$ cat src/rtl/robo_wall_follower_param.sv
// Wall-following cleaning-robot controller with stuck detection, removal
// timeout/skip, run/pause and saturating telemetry counters.
module robo_wall_follower_param #(
    parameter int unsigned ROT_LIMIT  = 8,
    parameter int unsigned REMOVE_MAX = 16,
    parameter int unsigned CNT_W      = 16
) (
    input  logic             clock,
    input  logic             reset,
    input  logic             enable,
    input  logic             follow_right,
    input  logic             head,
    input  logic             left,
    input  logic             right,
    input  logic             under,
    input  logic             barrier,
    output logic             avancar,
    output logic             girar,
    output logic             remover,
    output logic             stuck,
    output logic             remove_fail,
    output logic [2:0]       state,
    output logic [CNT_W-1:0] step_count,
    output logic [CNT_W-1:0] removed_count
);

    localparam int unsigned ROT_W = $clog2(ROT_LIMIT);
    localparam int unsigned RM_W  = $clog2(REMOVE_MAX);
    localparam logic [ROT_W-1:0] ROT_LAST = ROT_W'(ROT_LIMIT - 1);
    localparam logic [RM_W-1:0]  RM_LAST  = RM_W'(REMOVE_MAX - 1);

    typedef enum logic [2:0] {
        S_INIT    = 3'd0,
        S_SEEK    = 3'd1,
        S_ROTATE  = 3'd2,
        S_FOLLOW  = 3'd3,
        S_REMOVE  = 3'd4,
        S_STANDBY = 3'd5,
        S_STUCK   = 3'd6
    } state_t;

    state_t            r_state;
    state_t            w_next;
    logic              r_mode;
    logic              r_skip;
    logic [ROT_W-1:0]  r_rot_cnt;
    logic [RM_W-1:0]   r_rm_cnt;
    logic [CNT_W-1:0]  r_step_cnt;
    logic [CNT_W-1:0]  r_removed_cnt;
    logic              r_avancar;
    logic              r_girar;
    logic              r_remover;
    logic              r_stuck;
    logic              r_remove_fail;

    logic              w_side;
    logic              w_can_remove;
    logic              w_rm_done;
    logic              w_rm_fail;

    // In INIT the side select has not been latched yet, so use the live input.
    assign w_side = (r_state == S_INIT) ? (follow_right ? right : left)
                                        : (r_mode ? right : left);

    assign w_can_remove = barrier && !r_skip &&
                          ((r_state == S_INIT) || (r_state == S_SEEK) ||
                           (r_state == S_ROTATE) || (r_state == S_FOLLOW));

    always_comb begin
        w_next    = r_state;
        w_rm_done = 1'b0;
        w_rm_fail = 1'b0;
        if (under || (r_state == S_STANDBY)) begin
            w_next = S_STANDBY;
        end else if (!enable) begin
            w_next = S_INIT;
        end else if (w_can_remove) begin
            w_next = S_REMOVE;
        end else begin
            case (r_state)
                S_INIT, S_SEEK: begin
                    if (!head && w_side)
                        w_next = S_FOLLOW;
                    else if (head)
                        w_next = S_ROTATE;
                    else
                        w_next = S_SEEK;
                end
                S_ROTATE: begin
                    if (!head && w_side)
                        w_next = S_FOLLOW;
                    else if (r_rot_cnt == ROT_LAST)
                        w_next = S_STUCK;
                end
                S_FOLLOW: begin
                    if (head)
                        w_next = S_ROTATE;
                    else if (!w_side)
                        w_next = S_SEEK;
                end
                S_REMOVE: begin
                    if (!barrier) begin
                        w_rm_done = 1'b1;
                        w_next    = w_side ? S_FOLLOW : S_SEEK;
                    end else if (r_rm_cnt == RM_LAST) begin
                        w_rm_fail = 1'b1;
                        w_next    = S_ROTATE;
                    end
                end
                S_STUCK:   w_next = S_STUCK;
                default:   w_next = S_INIT;
            endcase
        end
    end

    always_ff @(posedge clock or negedge reset) begin
        if (!reset) begin
            r_state       <= S_INIT;
            r_mode        <= 1'b0;
            r_skip        <= 1'b0;
            r_rot_cnt     <= '0;
            r_rm_cnt      <= '0;
            r_step_cnt    <= '0;
            r_removed_cnt <= '0;
            r_avancar     <= 1'b0;
            r_girar       <= 1'b0;
            r_remover     <= 1'b0;
            r_stuck       <= 1'b0;
            r_remove_fail <= 1'b0;
        end else begin
            r_state <= w_next;

            // Outputs are decoded from the next state so they track r_state exactly.
            r_avancar     <= (w_next == S_SEEK) || (w_next == S_FOLLOW);
            r_girar       <= (w_next == S_ROTATE);
            r_remover     <= (w_next == S_REMOVE);
            r_stuck       <= (w_next == S_STUCK);
            r_remove_fail <= w_rm_fail;

            if ((r_state == S_INIT) && (w_next != S_INIT))
                r_mode <= follow_right;

            if (w_rm_fail)
                r_skip <= 1'b1;
            else if (!barrier)
                r_skip <= 1'b0;

            r_rot_cnt <= ((r_state == S_ROTATE) && (w_next == S_ROTATE))
                         ? r_rot_cnt + 1'b1 : '0;
            r_rm_cnt  <= ((r_state == S_REMOVE) && (w_next == S_REMOVE))
                         ? r_rm_cnt + 1'b1 : '0;

            if (((r_state == S_SEEK) || (r_state == S_FOLLOW)) && (r_step_cnt != '1))
                r_step_cnt <= r_step_cnt + 1'b1;

            if (w_rm_done && (r_removed_cnt != '1))
                r_removed_cnt <= r_removed_cnt + 1'b1;
        end
    end

    assign avancar       = r_avancar;
    assign girar         = r_girar;
    assign remover       = r_remover;
    assign stuck         = r_stuck;
    assign remove_fail   = r_remove_fail;
    assign state         = r_state;
    assign step_count    = r_step_cnt;
    assign removed_count = r_removed_cnt;

endmodule

$ cat config.mk
export PLATFORM = sky130hd
export DESIGN_NAME = robo_wall_follower_param
export DESIGN_NICKNAME = d
export VERILOG_FILES = /design/src/rtl/robo_wall_follower_param.sv
export SDC_FILE = /design/constraint.sdc
export NUM_CORES = 1
export LEC_CHECK = 0
export BUFFER_PORTS_ARGS = -buffer_cell sky130_fd_sc_hd__buf_4
export CAP_MARGIN = 15
export CORE_MARGIN = 2
export CORE_UTILIZATION = 46
export DETAILED_ROUTE_END_ITERATION = 10
export PLACE_DENSITY = 0.73
export SYNTH_ARGS = -nofsm -noshare
export SYNTH_HDL_FRONTEND = slang
export SYNTH_SLANG_ARGS = --single-unit
$ cat constraint.sdc
create_clock -name clock -period 2.6 [get_ports clock]
set_clock_uncertainty 0.15 [all_clocks]
set_input_delay 0 -clock clock [delete_from_list [all_inputs] [get_ports clock]]
set_output_delay 0 -clock clock [all_outputs]
set_load 0.005 [all_outputs]
==> results of run 1 <==
[how the worst min path moves through the flow]
| stage | startpoint | end |
|---|---|---|
| 5_1_grt | left | state[1] |
| 4_1_cts | left | state[1] |
| 2_1_floorplan | reset | avancar |
| 3_5_place_dp | reset | r_rot_cnt[2] |
| 3_3_place_gp | reset | girar |
| 6_report | left | state[1] |
[final cells by class]
class | instances | area [um2]
clock buffer | 5 | 68.8
clock inverter | 3 | 65.1
multi-input combinational | 170 | 1160
fill | 464 | 2060
timing repair buffer | 55 | 428
tap | 70 | 87.6
sequential | 49 | 1230
inverter | 11 | 41.3
[cells by family after synthesis]
| logic type | count (synthesis) | share of synthesized area (%) |
|---|---|---|
| DFF | 49 | 50.0 |
| adders and majority gates | 5 | 2.55 |
| AOI/OAI and AO/OA | 33 | 9.79 |
| muxes | 5 | 2.40 |
| buffers and inverters | 16 | 2.70 |
| and+or+nand+nor | 100 | 22.9 |
| xor gates and xnor gates | 27 | 9.64 |
[layer usage]
layer | track usage, % | up-vias | part of all wire (%)
met3 | 3.65 | 7 | 3.9
met4 | 6.61 | 0 | 1.4
met1 | 24.6 | 934 | 46
li1 | - | 958 | -
met2 | 31.5 | 44 | 48
met5 | 0 | - | 0
[registers in the layout, summed over array words and instances (netlist names)]
| name | flops |
|---|---|
| step_count | 16 |
| avancar | 1 |
| r_rot_cnt | 3 |
| state | 3 |
| r_mode | 1 |
| removed_count | 16 |
| stuck | 1 |
| r_skip | 1 |
| remove_fail | 1 |
| r_rm_cnt | 4 |
| remover | 1 |
| girar | 1 |
[metrics by stage]
| step | setup WS [ps] | utilization, % |
|---|---|---|
| after floorplan | 394 | - |
| after global placement | 298 | 56.1 |
| after detailed placement | 236 | 56.1 |
| after CTS | 214 | 59.9 |
| after global routing | 36.3 | 59.9 |
| final | 231 | 59.9 |
[power groups by stage]
stage          sequential [mW]  combinational, mW  clock (mW)
3_5_place_dp             0.909              0.311           0
2_1_floorplan            0.896              0.179           0
3_3_place_gp             0.905              0.306           0
6_report                 0.894              0.313       0.643
4_1_cts                  0.894              0.319       0.659
5_1_grt                  0.907              0.357       0.684
[cells in the mapped netlist (2+ instances only)]
master,instances,area share (%)
dfrtp_1,49,50
nand2_1,17,2.6
nor2_1,17,2.6
xnor2_1,16,5.7
nand3_1,15,3.1
inv_1,11,1.7
xor2_1,11,3.9
nand4_1,8,2.0
nor3_1,7,1.4
a21oi_1,6,1.2
o21ai_0,6,1.2
a31oi_1,5,1.3
and3_1,5,1.3
ha_1,5,2.5
nor4_1,5,1.3
nand2b_1,4,1.0
or3b_2,4,1.4
a2111oi_1,3,1.2
and4_1,3,1.1
mux2_2,3,1.4
and2_1,2,0.51
buf_2,2,0.41
clkbuf_1,2,0.31
nor2b_1,2,0.51
nor3b_1,2,0.61
or3_1,2,0.51
[worst register-to-register path: cells and delay by family, from the launching register on]
family | cells | cell delay (ps)
AND/OR/NAND/NOR | 3 | 1190
multiplexers | 1 | 360
flip-flops | 1 | 570
[repair_timing]
action | CTS | global route
endpoints found under the hold margin | 57 | 0
endpoints found under the setup margin | 0 | 0
hold buffers | 6 | 0
==> results.md, run 1 <==
* Initial cell density of the core at 47.7%
* Post-synthesis cell type count at 49
* Commonest cells after routing, fill and taps aside: dfrtp_1, buf_4, nor2_1, nand2_1, xnor2_1
* Synthesized area per cell at 10.4 um2
* Reg-to-reg slack, setup at 230 ps
* Cell Pwr Density at 601 mW/mm2
* Req. time, crit path at 2650 ps
* CTS tree: yes
* Final wirelength at 5070 um
* Layout net count at 306
* Maximum buffer depth of the clock tree at 2
* Pwr Total at 1.85 mW
* Post-DRT Antenna Nets at 0
* Clk pwr share at 34.7%
* Via count at 1,943
* Buf/Inv on CP at 0
* Detail Placement HPWL at 3600 um
* Post-CTS setup buffers at 0
* Hold depth at 3
* # diodes at 0
* Largest net degree at the start of global routing at 50
* Initial antenna violation count at 0
* Arrival @ worst endpoint at 2420 ps
* Net Sw Power at 0.479 mW
* Crit path cell chain: or3b_2, or2_2, nor2_1, mux2_2
* Seq/Total Area, Yosys at 50.0%
* Fin. max-slew vios at 0
* Critical path class: flop to flop
* Core ar. at 0.00514 mm2
* R2R depth at 4
* Crit-path leading delay family: simple AND/OR/NAND/NOR gates
* Layout cell share with drive strength beyond 1 at 24.2%
* Clock sinks at 49
* Post-synth ARST share at 100%
* # IOs at 49
* Synth Cell Area at 0.00245 mm2
* DR vias/cell at 5.35
* Hold Vio Cnt, Final at 0
* First-pass DRT Iterations at 4
* Setup Total Neg Slack at 0 ps
* Die Ht at 77.0 um
* DR iter-0 viols at 91
* Peak supply drop at 0.338 mV
* FF-to-FF Start: state[2]
* Max_cap viols at 0
* Total Routing Usage GR at 18.9%
* Comb pwr share at 16.9%
* Leakage at 1.46 nW
* CP Capture Point: removed_count[1]
* Startpoint types: flop
* Number of gates resized after cts at 0
* Finish-stage setup viols at 0
* GRT Residual Overflow at 0
* Fin crit period at 2370 ps
* # rows at 26
* RR Endpoint: removed_count[1]
* Number of flops mapped to enable cells by yosys at 0
* Clock latency on the worst-skew pair at 300 ps
* Vias in the first global route at 1,935
* Fin area at 0.00308 mm2
* Hold Path Class: input pin to flop
* Die area at 0.00593 mm2
* Gate count of the mapped netlist at 235
* Num CTS Buffers at 5
* CP max FO at 14
* H-tree depth reported by CTS at 2
* Hold_ws at 51.7 ps
* Sequential power share at 48.4%
* Fin crit share at 91.1%
* Final Wtd Congestion at 0.816
* DR WL/cell at 14.0 um
* Crit path launch: state[2]
* Crit. End Element: flop
* Levels on crit path at 4
* Mapped Nets at 249
* First-pass GRT wire length at 9070 um
* Root cell of the clock tree: clkbuf_8
* Post-route DRC at 0
* Max-slew headroom at 53.5%
* Area Overhead vs Synth at 25.4%
* Worst slew pin tran at 691 ps
* Clock slew at reported path FFs at 90 ps
* Slowest-stage cell, CP: or3b_2
* Warnings from Yosys at 0
* Port Buffers at 48
* Run status: completed
* RSZ-0062 raised after global routing: no
* Prevailing post-synth register cell: dfrtp_1
* Cell Area, Placed at 0.00288 mm2
* Slowest stage delay, CP at 580 ps
* Yosys reg bits at 49
* Internal power at 1.37 mW
* Cells after DPL at 349
* Max Freq at 0.422 GHz
* Switching Fraction at 25.9%
* Post-Layout Cell Count at 363
* Die W at 77.0 um
Note: power is estimated with default switching activity, not from simulation.
==> inputs of run 2 (changes only) <==
--- a/config.mk
+++ b/config.mk
@@ -8,9 +8,9 @@
 export BUFFER_PORTS_ARGS = -buffer_cell sky130_fd_sc_hd__buf_4
 export CAP_MARGIN = 15
 export CORE_MARGIN = 2
-export CORE_UTILIZATION = 46
+export CORE_UTILIZATION = 50
 export DETAILED_ROUTE_END_ITERATION = 10
-export PLACE_DENSITY = 0.73
+export PLACE_DENSITY = 0.78
 export SYNTH_ARGS = -nofsm -noshare
 export SYNTH_HDL_FRONTEND = slang
 export SYNTH_SLANG_ARGS = --single-unit
==> run 2 against run 1 <==
Maximum frequency shrank 0.63%. Non-clock buffer count stayed put. Final cell count down 1.1%. Critical path depth up 1. Worst setup slack got worse by 15 ps. Die area decreased by 7.6%. Via count is 2.2% higher. Critical path type unchanged. Largest power group unchanged. Highest routed layer unchanged.
==> results.md, run 2 (synthesis results as in run 1) <==
* Post-route DRC at 0 (unchanged)
* Leakage at 1.44 nW (was 1.46 nW)
* Hold Vio Cnt, Final at 0 (unchanged)
* Commonest cells after routing, fill and taps aside: dfrtp_1, buf_4, nor2_1, nand2_1, xnor2_1 (unchanged)
* Layout cell share with drive strength beyond 1 at 24.0% (was 24.2%)
* Fin util at 64.2% (was 59.9%)
* Initial cell density of the core at 51.9% (was 47.7%)
* # diodes at 0 (unchanged)
* Worst hold start: left (unchanged)
* FF-to-FF Start: state[2] (unchanged)
* Port Buffers at 48 (unchanged)
* Hold Path Class: input pin to flop (unchanged)
* Clock latency on the worst-skew pair at 300 ps (about the same)
* Area Overhead vs Synth at 23.5% (was 25.4%)
* Core ar. at 0.00472 mm2 (was 0.00514 mm2)
* Largest net degree at the start of global routing at 50 (unchanged)
* Max_cap viols at 0 (unchanged)
* Detail Placement HPWL at 3610 um (was 3600 um)
* Comb pwr share at 19.1% (was 16.9%)
* Cell Pwr Density at 547 mW/mm2 (was 601 mW/mm2)
* Clk pwr share at 26.9% (was 34.7%)
* RR Endpoint: removed_count[14] (was removed_count[1])
* Net Sw Power at 0.458 mW (was 0.479 mW)
* Cells after DPL at 346 (was 349)
* Final wirelength at 4980 um (was 5070 um)
* R2R depth at 5 (was 4)
* DR vias/cell at 5.53 (was 5.35)
* # rows at 25 (was 26)
* Sequential power share at 54.0% (was 48.4%)
* Die W at 74.1 um (was 77.0 um)
* # IOs at 49 (unchanged)
* Post-Layout Cell Count at 359 (was 363)
* Worst slew pin tran at 689 ps (was 691 ps)
* Max Freq at 0.419 GHz (was 0.422 GHz)
* Fin crit share at 91.7% (was 91.1%)
* End of the worst hold path: state[1] (unchanged)
* Maximum buffer depth of the clock tree at 2 (unchanged)
* Hold depth at 3 (unchanged)
* First-pass DRT Iterations at 6 (was 4)
* H-tree depth reported by CTS at 2 (unchanged)
* Run status: completed (unchanged)
* DR WL/cell at 13.9 um (was 14.0 um)
* Post-DRT Antenna Nets at 0 (unchanged)
* Layout net count at 306 (unchanged)
* Post-CTS setup buffers at 0 (unchanged)
* Clock sinks at 49 (unchanged)
* Die area at 0.00548 mm2 (was 0.00593 mm2)
* Place WS at 258 ps (was 236 ps)
* Fin. max-slew vios at 0 (unchanged)
* Reg-to-reg slack, setup at 220 ps (was 230 ps)
* Req. time, crit path at 2670 ps (was 2650 ps)
* CP max FO at 14 (unchanged)
* Root cell of the clock tree: clkbuf_8 (unchanged)
* Startpoint types: flop (unchanged)
* Pwr Total at 1.66 mW (was 1.85 mW)
* Internal power at 1.20 mW (was 1.37 mW)
* Total Routing Usage GR at 19.9% (was 18.9%)
* Switching Fraction at 27.6% (was 25.9%)
* RSZ-0062 raised after global routing: no (unchanged)
* Finish-stage setup viols at 0 (unchanged)
* Num CTS Buffers at 5 (unchanged)
* Vias in the first global route at 1,856 (was 1,935)
* GRT Residual Overflow at 0 (unchanged)
* Clock slew at reported path FFs at 90 ps (about the same)
* Final worst setup slack at 216 ps (was 231 ps)
* Setup Total Neg Slack at 0 ps (unchanged)
* Initial antenna violation count at 0 (unchanged)
* Final Wtd Congestion at 0.837 (was 0.816)
* Crit. End Element: flop (unchanged)
* CTS tree: yes (unchanged)
* DR iter-0 viols at 104 (was 91)
* Critical path class: flop to flop (unchanged)
* Die Ht at 74.1 um (was 77.0 um)
* Arrival @ worst endpoint at 2450 ps (was 2420 ps)
* Peak supply drop at 0.282 mV (was 0.338 mV)
* Max-slew headroom at 53.7% (was 53.5%)
* Via count at 1,985 (was 1,943)
* Fin crit period at 2380 ps (was 2370 ps)
* First-pass GRT wire length at 8340 um (was 9070 um)
-- run 2: cell count changes in the layout (fill, tap and decap cells not counted), sizes merged --
cell,delta
clkinvlp,+1
bufinv,-2
clkinv,-1
clkbuf,+1
-- run 2: critical path, cell delays in order (launching register included) --
cell and delay [ps]:
dfrtp_1 560, or3b_2 590, nor4_4 380, nand3_1 210, nor3_1 230, xor2_1 190
-- run 2: area by class of cell --
class / instances / area (um2)
Fill cell: 404 / 1690
Tap cell: 67 / 83.8
Sequential cell: 49 / 1230
Clock inverter: 1 / 7.51
Clock buffer: 6 / 82.6
Inverter: 11 / 41.3
Timing Repair Buffer: 55 / 428
Multi-Input combinational cell: 170 / 1160
-- run 2: power by group through the flow --
stage          registers [mW]  clock network, mW  logic, mW
2_1_floorplan           0.896                  0      0.179
3_3_place_gp            0.906                  0      0.306
3_5_place_dp            0.910                  0      0.314
4_1_cts                 0.895              0.466      0.321
5_1_grt                 0.907              0.489      0.357
6_report                0.895              0.446      0.317
-- run 2: how the worst max path moves through the flow --
| stage | start | endpoint | slack (ps) | cells past startpoint |
|---|---|---|---|---|
| after global placement | state[2] | removed_count[1] | 300 | 4 |
| after global routing | state[2] | removed_count[14] | 40 | 5 |
| after CTS | state[2] | removed_count[1] | 250 | 4 |
| after detailed placement | state[2] | removed_count[1] | 260 | 4 |
| after floorplan | state[1] | removed_count[1] | 390 | 5 |
| final | state[2] | removed_count[14] | 220 | 5 |
-- run 2: per-layer routing --
metal | global-route usage, % | up-vias | share of wire (%)
met1 | 25.4 | 966 | 44
met5 | 0 | - | 0
met4 | 9.09 | 0 | 2.7
met2 | 32.6 | 48 | 49
met3 | 4.07 | 10 | 4.3
li1 | - | 961 | -
-- run 2: what timing repair did --
| action | CTS | global route |
|---|---|---|
| resized for setup | 0 | 0 |
| hold endpoints to repair | 55 | 0 |
| hold buffers | 6 | 0 |
-- run 2: metrics by stage --
stage | hold slack [ps] | cell area (um2)
floorplan | -446 | 2450
global placement | -95.5 | 2880
detailed placement | -94.7 | 2880
CTS | 40.8 | 3030
global route | 69.6 | 3030
finish | 49.8 | 3030
==> inputs of run 3 (changes only) <==
--- a/config.mk
+++ b/config.mk
@@ -11,6 +11,7 @@
 export CORE_UTILIZATION = 50
 export DETAILED_ROUTE_END_ITERATION = 10
 export PLACE_DENSITY = 0.78
+export SETUP_SLACK_MARGIN = 0.5
 export SYNTH_ARGS = -nofsm -noshare
 export SYNTH_HDL_FRONTEND = slang
 export SYNTH_SLANG_ARGS = --single-unit
==> run 3 against run 2 <==
Die area did not move. Sequential share of layout area is 3.7 points lower. Routed wire length up 16%. Register-to-register slack improved by 140 ps. Non-clock buffer count is 12 higher. Maximum frequency rose by 6.1%. Global-route usage grew 1.2 points. Worst setup slack better by 140 ps. First-iteration DRC count decreased by 3.8%. Sequential cell count unchanged. Count of clock-buffer cells in the layout is 1 higher. Critical path depth grew 1. Largest cell class is now multi-input combinational cells. Largest power group unchanged.
==> results.md, run 3 (synthesis results as in run 1) <==
* Clock slew at reported path FFs at 90 ps (about the same)
* Initial antenna violation count at 0 (unchanged)
* Detail Placement HPWL at 3550 um (was 3610 um)
* Peak supply drop at 0.342 mV (was 0.282 mV)
* Commonest cells after routing, fill and taps aside: buf_4, dfrtp_1, nand2_1 (was dfrtp_1, buf_4, nor2_1, nand2_1, xnor2_1)
* Post-Layout Cell Count at 372 (was 359)
* # IOs at 49 (unchanged)
* RSZ-0062 raised after global routing: yes (was no)
* Area Overhead vs Synth at 36.2% (was 23.5%)
* Layout cell share with drive strength beyond 1 at 34.4% (was 24.0%)
* # rows at 25 (unchanged)
* Fin crit period at 2250 ps (was 2380 ps)
* Crit path cell chain: buf_6, buf_4, o21ai_0, and2_0, or3b_4, a2111oi_4 (was or3b_2, nor4_4, nand3_1, nor3_1, xor2_1)
* Fin crit share at 86.4% (was 91.7%)
* Leakage at 1.54 nW (was 1.44 nW)
* Finish-stage setup viols at 0 (unchanged)
* First-pass DRT Iterations at 4 (was 6)
* Most common cell after layout, fill and taps aside: buf_4
* Port Buffers at 48 (unchanged)
* CP max FO at 8 (was 14)
* Post-route DRC at 0 (unchanged)
* Critical path class: flop to flop (unchanged)
* Hold Path Class: input pin to asynchronous set/reset pin (was input pin to flop)
* Via count at 2,091 (was 1,985)
* Cell Pwr Density at 556 mW/mm2 (was 547 mW/mm2)
* Worst slew pin tran at 606 ps (was 689 ps)
* Final Wtd Congestion at 0.818 (was 0.837)
* DR vias/cell at 5.62 (was 5.53)
* Num CTS Buffers at 5 (unchanged)
* Cells after DPL at 346 (unchanged)
* Req. time, crit path at 2640 ps (was 2670 ps)
* DR WL/cell at 15.5 um (was 13.9 um)
* Clock latency on the worst-skew pair at 290 ps (was 300 ps)
* CTS tree: yes (unchanged)
* Initial cell density of the core at 51.9% (unchanged)
* Max_cap viols at 0 (unchanged)
* Die W at 74.1 um (unchanged)
* Clock sinks at 49 (unchanged)
* DR iter-0 viols at 100 (was 104)
* Root cell of the clock tree: clkbuf_8 (unchanged)
* Layout net count at 318 (was 306)
* Post-DRT Antenna Nets at 0 (unchanged)
* Slowest stage delay, CP at 490 ps (was 590 ps)
* Arrival @ worst endpoint at 2290 ps (was 2450 ps)
* Comb pwr share at 22.1% (was 19.1%)
* Die area at 0.00548 mm2 (unchanged)
* # diodes at 0 (unchanged)
* H-tree depth reported by CTS at 2 (unchanged)
* Total Routing Usage GR at 21.1% (was 19.9%)
* Clk pwr share at 30.0% (was 26.9%)
* Sequential power share at 48.0% (was 54.0%)
* Switching Fraction at 27.5% (was 27.6%)
* Final wirelength at 5780 um (was 4980 um)
* Vias in the first global route at 1,980 (was 1,856)
* GRT Residual Overflow at 0 (unchanged)
* Pwr Total at 1.86 mW (was 1.66 mW)
* Slowest-stage cell, CP: or3b_4 (was or3b_2)
* Setup Total Neg Slack at 0 ps (unchanged)
* Fin. max-slew vios at 0 (unchanged)
* Hold Vio Cnt, Final at 0 (unchanged)
* Max-slew headroom at 59.6% (was 53.7%)
* Largest net degree at the start of global routing at 50 (unchanged)
* Max Freq at 0.445 GHz (was 0.419 GHz)
* Maximum buffer depth of the clock tree at 2 (unchanged)
* Die Ht at 74.1 um (unchanged)
* Internal power at 1.35 mW (was 1.20 mW)
* Net Sw Power at 0.511 mW (was 0.458 mW)
* Run status: completed (unchanged)
* Core ar. at 0.00472 mm2 (unchanged)
* Crit. End Element: flop (unchanged)
* Startpoint types: flop (unchanged)
* First-pass GRT wire length at 9020 um (was 8340 um)
* Hold_ws at 97.0 ps (was 49.8 ps)
[run 3: cell count changes in the layout (fill, tap and decap cells not counted), sizes merged]
cell	previous run	this run
buf	49	62
bufinv	0	1
clkbuf	6	7
clkinvlp	1	0
dlygate4sd3	6	5
[run 3: final timing paths]
kind	startpoint	to	slack (ps)	depth (start not counted)
max in group asynchronous	reset	state[2]	1740	2
worst max-delay path	state[0]	r_rm_cnt[0]	350	6
min in group clock	left	state[1]	110	3
worst min register to register	r_rot_cnt[0]	r_rot_cnt[0]	300	1
worst min-delay path	reset	step_count[0]	100	2
worst max register to register	state[0]	r_rm_cnt[0]	350	6
[run 3: layout make-up]
| type | count | area (um2) |
|---|---|---|
| Clock buffer | 7 | 86.3 |
| Inverter | 11 | 41.3 |
| Sequential cell | 49 | 1230 |
| Tap cell | 67 | 83.8 |
| Multi-Input combinational cell | 170 | 1350 |
| Clock inverter | 1 | 30.0 |
| Fill cell | 332 | 1380 |
| Timing Repair Buffer | 67 | 519 |
[run 3: what timing repair did]
action,4_1_cts,5_1_grt
hold buffers,5,0
hold endpoints to repair,54,0
pin swaps,7,2
buffers inserted,10,3
setup endpoints to repair,28,27
resized for setup,20,15
[run 3: power groups by stage]
| stage | clock network, mW | registers, mW | logic [mW] |
|---|---|---|---|
| 5_1_grt | 0.591 | 0.901 | 0.448 |
| 3_5_place_dp | 0 | 0.907 | 0.317 |
| 6_report | 0.556 | 0.890 | 0.410 |
| 3_3_place_gp | 0 | 0.905 | 0.308 |
| 4_1_cts | 0.567 | 0.889 | 0.390 |
| 2_1_floorplan | 0 | 0.896 | 0.181 |
[run 3: critical path, delay by kind of cell (launching register included)]
| family | cells | cell delay (ps) |
|---|---|---|
| flip-flops | 1 | 480 |
| AND/OR/NAND/NOR | 2 | 760 |
| buffers and inverters | 2 | 290 |
| AO/OA/AOI/OAI | 2 | 470 |
[run 3: routing by layer]
metal / track usage (%) / routed length (um) / vias up
met5: 0 / 0 / -
li1: - / - / 982
met2: 35.1 / 2910 / 75
met4: 7.27 / 144 / 0
met1: 28.2 / 2410 / 1016
met3: 3.25 / 318 / 18
[run 3: per-stage QoR]
| stage | utilization, % | worst slack (ps) | area (um2) |
|---|---|---|---|
| CTS | 68.6 | 435 | 3240 |
| floorplan | - | 485 | 2470 |
| detailed placement | 61.3 | 290 | 2900 |
| global placement | 61.3 | 335 | 2900 |
| global route | 70.8 | 296 | 3340 |
| finish | 70.8 | 353 | 3340 |
